===== config.mk =====
export PLATFORM = sky130hd
export DESIGN_NAME = pin_entry_keypad
export DESIGN_NICKNAME = d
export VERILOG_FILES = /design/src/rtl/pin_entry_keypad.sv
export SDC_FILE = /design/constraint.sdc
export NUM_CORES = 1
export LEC_CHECK = 0
export CORE_MARGIN = 2
export CORE_UTILIZATION = 25
export CTS_BUF_LIST = sky130_fd_sc_hd__clkbuf_16
export CTS_CLUSTER_SIZE = 16
export DETAILED_ROUTE_END_ITERATION = 7
export HOLD_SLACK_MARGIN = 0.03
export PLACE_DENSITY = 0.39
export REMOVE_ABC_BUFFERS = 1
export SYNTH_ARGS = -nofsm -noshare
export SYNTH_HDL_FRONTEND = slang
export SYNTH_SLANG_ARGS = --single-unit

===== constraint.sdc =====
create_clock -name clk -period 6.1 [get_ports clk]
set_input_delay 0.61 -clock clk [delete_from_list [all_inputs] [get_ports clk]]
set_output_delay 0.61 -clock clk [all_outputs]
set_load 0.005 [all_outputs]

===== src/rtl/pin_entry_keypad.sv =====
// Keypad front end for the parking controller PIN handshake: collects hex digits,
// presents the code with code_ack for a fixed window, and locks out while alarmed.
module pin_entry_keypad #(
  parameter int unsigned DIGITS   = 4,
  parameter int unsigned ACK_HOLD = 4,
  parameter int unsigned TIMEOUT  = 255
) (
  input  logic                  clk,
  input  logic                  rst,
  input  logic                  key_valid,
  input  logic [3:0]            key_value,
  input  logic                  key_enter,
  input  logic                  key_clear,
  input  logic                  lockout,
  output logic [4*DIGITS-1:0]   code,
  output logic                  code_ack,
  output logic [2:0]            digit_count,
  output logic                  entry_error
);

  localparam int unsigned CodeW = 4 * DIGITS;
  localparam int unsigned TmoW  = (TIMEOUT > 0) ? $clog2(TIMEOUT + 1) : 1;
  localparam int unsigned AckW  = $clog2(ACK_HOLD + 1);

  localparam logic [2:0]      FullCount = 3'(DIGITS);
  localparam logic [TmoW-1:0] TmoLast   = TmoW'((TIMEOUT > 0) ? TIMEOUT - 1 : 0);
  localparam logic [AckW-1:0] AckLimit  = AckW'(ACK_HOLD);

  typedef enum logic [2:0] {
    StIdle,
    StCollect,
    StPresent,
    StRelease,
    StLocked
  } state_e;

  state_e           state;
  logic [CodeW-1:0] shift;
  logic [TmoW-1:0]  tmo_cnt;
  logic [AckW-1:0]  ack_cnt;

  logic             full;
  logic [CodeW-1:0] shift_next;

  assign full       = (digit_count == FullCount);
  assign shift_next = {shift[CodeW-5:0], key_value};

  always_ff @(posedge clk) begin
    if (rst) begin
      state       <= StIdle;
      shift       <= '0;
      tmo_cnt     <= '0;
      ack_cnt     <= '0;
      code        <= '0;
      code_ack    <= 1'b0;
      digit_count <= 3'd0;
      entry_error <= 1'b0;
    end else begin
      entry_error <= 1'b0;
      if (lockout) begin
        // Alarm overrides everything, silently discarding any entry or presentation.
        state       <= StLocked;
        code_ack    <= 1'b0;
        shift       <= '0;
        digit_count <= 3'd0;
        tmo_cnt     <= '0;
        ack_cnt     <= '0;
      end else begin
        unique case (state)
          StIdle: begin
            if (key_clear) begin
              state <= StIdle;
            end else if (key_enter) begin
              entry_error <= 1'b1;
            end else if (key_valid) begin
              shift       <= shift_next;
              digit_count <= 3'd1;
              tmo_cnt     <= '0;
              state       <= StCollect;
            end
          end

          StCollect: begin
            if (key_clear) begin
              shift       <= '0;
              digit_count <= 3'd0;
              tmo_cnt     <= '0;
              state       <= StIdle;
            end else if (key_enter) begin
              tmo_cnt <= '0;
              if (full) begin
                code     <= shift;
                code_ack <= 1'b1;
                ack_cnt  <= AckW'(1);
                state    <= StPresent;
              end else begin
                entry_error <= 1'b1;
                shift       <= '0;
                digit_count <= 3'd0;
                state       <= StIdle;
              end
            end else if (key_valid && !full) begin
              shift       <= shift_next;
              digit_count <= digit_count + 3'd1;
              tmo_cnt     <= '0;
            end else begin
              // Overflow digits are rejected but do not restart the idle timer.
              if (key_valid) begin
                entry_error <= 1'b1;
              end
              if ((TIMEOUT != 0) && (tmo_cnt == TmoLast)) begin
                entry_error <= 1'b1;
                shift       <= '0;
                digit_count <= 3'd0;
                tmo_cnt     <= '0;
                state       <= StIdle;
              end else if (TIMEOUT != 0) begin
                tmo_cnt <= tmo_cnt + TmoW'(1);
              end
            end
          end

          StPresent: begin
            if (ack_cnt == AckLimit) begin
              code_ack    <= 1'b0;
              ack_cnt     <= '0;
              shift       <= '0;
              digit_count <= 3'd0;
              state       <= StRelease;
            end else begin
              ack_cnt <= ack_cnt + AckW'(1);
            end
          end

          // One guaranteed low cycle so the controller sees code_ack fall.
          StRelease: state <= StIdle;

          StLocked: state <= StIdle;

          default: state <= StIdle;
        endcase
      end
    end
  end

endmodule

==> impl_metrics.tcl, run 1 <==
set metrics [dict create \
    grt_pass1_vias 1718 \
    final_cell_mix "dfxtp_1, mux2i_1, clkdlybuf4s50_1" \
    core-area_sq_um 9196 \
    synth_top_cell_area_share_pct 43.15 \
    skew_ns 0.01264 \
    drt_iter0_drc 68 \
    wirelength_mm 5.198 \
    cts_sinks 51 \
    max_cap_violations 0 \
    fmax_mhz 319.6 \
    ir_worst_vdd_mv 0.1353 \
    postCtsSetupBuffers 0 \
    ant_nets 0 \
    grt_usage_pct 10.73 \
    setup_tns_ns 0 \
    grt-ovfl-total 0 \
    grt_pass1_wl_mm 8.749 \
    grt_max_degree 34 \
    p_leak_nw 1.038 \
    dr.pass1.iters 4 \
    cp_max_fo 19 \
    place_congestion 0.7288 \
    post_cts_resized 0 \
    dp_slack_ns 2.619 \
    rows 35 \
    worstPathCellList "clkdlybuf4s50_1 -> or4b_1 -> a21oi_4 -> a2111o_1 -> mux2i_1" \
    dominantRegCellSynth "dfxtp_1" \
    finalCriticalPeriod_ns 3.129 \
    nNetsFinal 291 \
    synth_top_family_by_area "simple AND/OR/NAND/NOR gates" \
    power.switching_uw 151.2 \
    critical_path.max_stage_delay_ns 0.88 \
    antenna_found_initial 0 \
    ys_ff_latch 51 \
    nFillCells 958 \
    synth_cell_types 46 \
    arrival_ns 3.34 \
    htreeDepth 2 \
    end_kind "register" \
    synth_compound_area_share_pct 11.42 \
    status "finished clean" \
    worstHoldPathType "reg2reg" \
    synthAdderAreaFrac_pct 3.173 \
    clockPowerShare_pct 42.8 \
    ys_warn_count 0 \
    combinationalPowerShare_pct 5.6 \
    seqPwrFrac_pct 51.6 \
    syn_inst 252 \
    synth_edf_count 0 \
    drive_gt1_share_pct 5.435 \
    cts_buffers 5 \
    initial_core_util_pct 25.73 \
    crit_required_ns 6.31 \
    die_area_sq_um 10260 \
    yosys.area_share.simple_pct 21.79 \
    worstMarginPinSlew_ns 1.112 \
    areaGrowthSynthToFinish_pct 20.94 \
    synthMuxAreaShare_pct 13.96 \
    rsz0062_at_grt "false" \
    wire_per_inst_um 13.43 \
    yosys-top-cells-area "dfxtp_1, mux2i_1, nand3_1, nand2_1, nor2_1" \
    crit_buf_inv 1 \
    ios 31 \
    fin_crit_sh_pct 51.30 \
    dpl.hpwl_mm 3.353 \
    p_int_uw 500.0 \
    port_buffers 30 \
    max-clock-path-buffers 2 \
    worst_path_max_delay_cell "a2111o_1" \
    synth.avg_cell_area_sq_um 9.389 \
    path_delay_family "compound AO/OA/AOI/OAI gates" \
    insertion_delay_ns 0.29 \
    routed_via_density 4.703 \
    switching_share_pct 23.22 \
    maxSlewHeadroom_pct 25.61 \
    clkTransAtPathRegs_ns 0.06 \
    num_antenna_cells 0 \
    drc 0 \
    slew_viol_final 0 \
    setup_violations 0 \
    hold_buffers 0 \
    cp-start-kind "input port" \
    cts_root_buf "clkbuf_16" \
    die_h_um 101.3 \
    pwr_density_cell_nw_per_um2 227.6 \
    synth_xor_area_share_pct 0.7403 \
    cts_tree "done" \
    final_hold_viol_count 0 \
    dr_total_vias 1820 \
    syn_area_sq_um 2366 \
    yosysSeqAreaShare_pct 43.15 \
    ys_async_sr_fraction_pct 0 \
    final_common_cell "dfxtp_1" \
    fin_ws_ns 2.971 \
    crit_type "in2reg" \
    die_w_um 101.3 \
    yosysTopAreaCell "dfxtp_1" \
]
[Yosys cell counts, types with 2 or more instances]
cell type and count:
buf_6 4, or4b_1 2, a211oi_1 2, nand4b_1 2, ha_1 6, mux2i_1 33
o21ai_0 5, nand3_1 22, a41oi_1 2, nand4_1 2, dfxtp_1 51, nor3_1 5
nor2_1 25, clkbuf_1 9, nor2b_1 3, inv_1 8, nand2_1 28, a31oi_1 6
a32o_1 2, a311oi_1 4, and3_1 3, nor3b_1 2, nand3b_1 3
[worst min-delay path: cells and delay by family (launching register included)]
| kind | cells | cell delay (ns) |
|---|---|---|
| DFF | 1 | 0.31 |
| muxes | 1 | 0.05 |
| and+or+nand+nor | 1 | 0.05 |
[logic make-up (layout without fill, tap and decap cells)]
logic type / after synthesis / count (layout)
AND/OR/NAND/NOR: 104 / 104
XOR/XNOR: 2 / 2
AO/OA/AOI/OAI: 32 / 32
adder cells (fa/ha/maj): 6 / 6
flip-flops: 51 / 51
multiplexers: 33 / 33
buffers and inverters: 24 / 48
[flip-flops by register name, indices dropped and copies added (netlist names)]
signal and cells:
ack_cnt 3, code 16, code_ack 1, digit_count 3
entry_error 1, shift 16, state 3, tmo_cnt 8
[per-stage QoR]
| step | instance area (sq um) | hold slack, ns | utilization [%] | power, mW | instances |
|---|---|---|---|---|---|
| after floorplan | 2260 | 0.4377 | - | 0.3626 | 236 |
| after global placement | 2716 | 0.4541 | 29.54 | 0.3812 | 379 |
| after detailed placement | 2716 | 0.4604 | 29.54 | 0.3809 | 379 |
| after CTS | 2861 | 0.4707 | 31.12 | 0.6638 | 387 |
| after global routing | 2861 | 0.4917 | 31.12 | 0.6795 | 387 |
| final | 2861 | 0.4642 | 31.12 | 0.6513 | 387 |
[area by class of cell]
class | instances | area, sq um | area share [%]
well taps | 111 | 138.9 | 4.854
flip-flops and latches | 51 | 1021 | 35.68
multi-input cells | 177 | 1211 | 42.33
inverters | 8 | 30.03 | 1.049
clock inverters | 3 | 20.02 | 0.6996
clock buffers | 5 | 125.1 | 4.373
repair buffers | 32 | 315.3 | 11.02
[power groups by stage]
stage | clock, mW | sequential [mW] | combinational (mW)
detailed placement | 0 | 0.344 | 0.0370
floorplan | 0 | 0.343 | 0.0193
finish | 0.279 | 0.336 | 0.0365
global route | 0.303 | 0.336 | 0.0403
global placement | 0 | 0.344 | 0.0372
CTS | 0.291 | 0.336 | 0.0371
[metal layers]
layer,vias to the layer above,GRT usage [%],wire (um)
met4,0,3.430,53
met2,35,15.64,2144
met1,836,15.39,2747
met3,4,2.830,253
met5,-,0,0
li1,945,-,-
[final timing paths]
path         startpoint         to  slack [ns]  cells past startpoint
max           key_clear   shift[6]        2.97                      5
min           shift[15]  shift[15]        0.46                      2
min reg2reg   shift[15]  shift[15]        0.46                      2
max reg2reg    state[0]   shift[6]        3.27                      4
Note: power is estimated with default switching activity, not from simulation.
==> run 2: changes to the inputs <==
Clock period 6.1 ns to 3 ns, I/O delays scaled along.
==> run 2 against run 1 <==
  * Combinational power up 120%
  * Wire length up 4.3%
  * Sequential share of layout area shrank 0.97 points
  * Sequential power grew 100%
  * Clock-buffer cell count stayed put
  * Critical path type is now reg2reg
==> impl_metrics.tcl, run 2 (synthesized netlist as in run 1, its figures left out) <==
set metrics [dict create \
    arrival_ns 2.42 \
    port_buffers 30 \
    p_leak_nw 1.087 \
    hold_path_depth 2 \
    rr_worst_depth 4 \
    grt_pass1_vias 1791 \
    routed_via_density 4.781 \
    drt_iter0_drc 78 \
    ir_worst_vdd_mv 0.2118 \
    setup_violations 0 \
    hold_ws_ns 0.4682 \
    rows 35 \
    initial_core_util_pct 25.73 \
    crit_required_ns 3.22 \
    worstMarginPinSlew_ns 0.8254 \
    cp-start-kind "register" \
    dr.pass1.iters 4 \
    wirelength_mm 5.419 \
    fmax_mhz 452.9 \
    status "finished clean" \
    num_antenna_cells 0 \
    die_h_um 101.3 \
    core-area_sq_um 9196 \
    slew_viol_final 0 \
    worstHoldPathType "reg2reg" \
    areaGrowthSynthToFinish_pct 24.33 \
    end_kind "register" \
    place_congestion 0.7508 \
    max-clock-path-buffers 2 \
    crit_start "state[0]" \
    instances_no_fill 393 \
    wire_per_inst_um 13.79 \
    finalCriticalPeriod_ns 2.208 \
    final_cell_mix "dfxtp_1, mux2i_1, clkdlybuf4s50_1" \
    grt_max_degree 34 \
    post_cts_resized 0 \
    drive_gt1_share_pct 7.447 \
    grt-ovfl-total 0 \
    final_common_cell "dfxtp_1" \
    grt_pass1_wl_mm 8.976 \
    place_inst 385 \
    skew_ns 0.01136 \
    insertion_delay_ns 0.29 \
    cp_max_fo 10 \
    drc 0 \
    clkTransAtPathRegs_ns 0.07 \
    cts_sinks 51 \
    crit_type "reg2reg" \
    die_area_sq_um 10260 \
    pwr_density_cell_nw_per_um2 482.4 \
    antenna_found_initial 0 \
    die_w_um 101.3 \
    cts_root_buf "clkbuf_16" \
    grt_usage_pct 11.00 \
    setup_tns_ns 0 \
    r2r_start "state[0]" \
    nNetsFinal 297 \
    top_regs "code (16), shift (16), tmo_cnt (8)" \
    ios 31 \
    hp-start "shift[14]" \
    final_hold_viol_count 0 \
    ant_nets 0 \
    max_cap_violations 0 \
    cts_tree "done" \
    maxSlewHeadroom_pct 44.85 \
    fin_crit_sh_pct 73.60 \
    hold_buffers 0 \
    htreeDepth 2 \
    postCtsSetupBuffers 0 \
    cts_buffers 5 \
    rsz0062_at_grt "false" \
    dr_total_vias 1879 \
    dpl.hpwl_mm 3.615 \
]
## run 2: through the flow
stage | utilization, % | area, sq um | power [mW] | setup slack [ns]
2_1_floorplan | - | 2260 | 0.7372 | 0.5993
3_3_place_gp | 30.16 | 2774 | 0.7818 | 0.5381
3_5_place_dp | 30.16 | 2774 | 0.7808 | 0.5268
4_1_cts | 31.99 | 2942 | 1.443 | 0.7799
5_1_grt | 31.99 | 2942 | 1.475 | 0.6629
6_report | 31.99 | 2942 | 1.419 | 0.7920
## run 2: routing by layer
layer | global-route usage, % | wire (um)
met5 | 0 | 0
met4 | 3.326 | 46
met3 | 2.830 | 226
met2 | 16.40 | 2238
met1 | 15.59 | 2908
## run 2: final timing paths
path                      to  slack (ns)
hold reg to reg    shift[14]        0.47
setup / recovery  tmo_cnt[6]        0.79
setup reg to reg  tmo_cnt[6]        0.79
hold / removal     shift[14]        0.47
## run 2: report_power, final
| group | leakage, nW | internal (mW) | switching, mW |
|---|---|---|---|
| sequential | 0.411 | 0.679 | 0.00405 |
| clock | 0.0818 | 0.394 | 0.260 |
| combinational | 0.594 | 0.0336 | 0.0475 |
## run 2: area by class of cell
cell class	instances	area, sq um
fill	959	6255
multi-input combinational	177	1211
sequential	51	1021
timing repair buffer	38	372.9
tap	111	138.9
clock buffer	5	125.1
clock inverter	3	42.54
inverter	8	30.03
## run 2: critical path, cell delays in order (launching register included)
cell and delay [ns]:
dfxtp_1 0.51, or4b_1 0.69, a21oi_4 0.32, or4b_1 0.46, a31oi_1 0.17
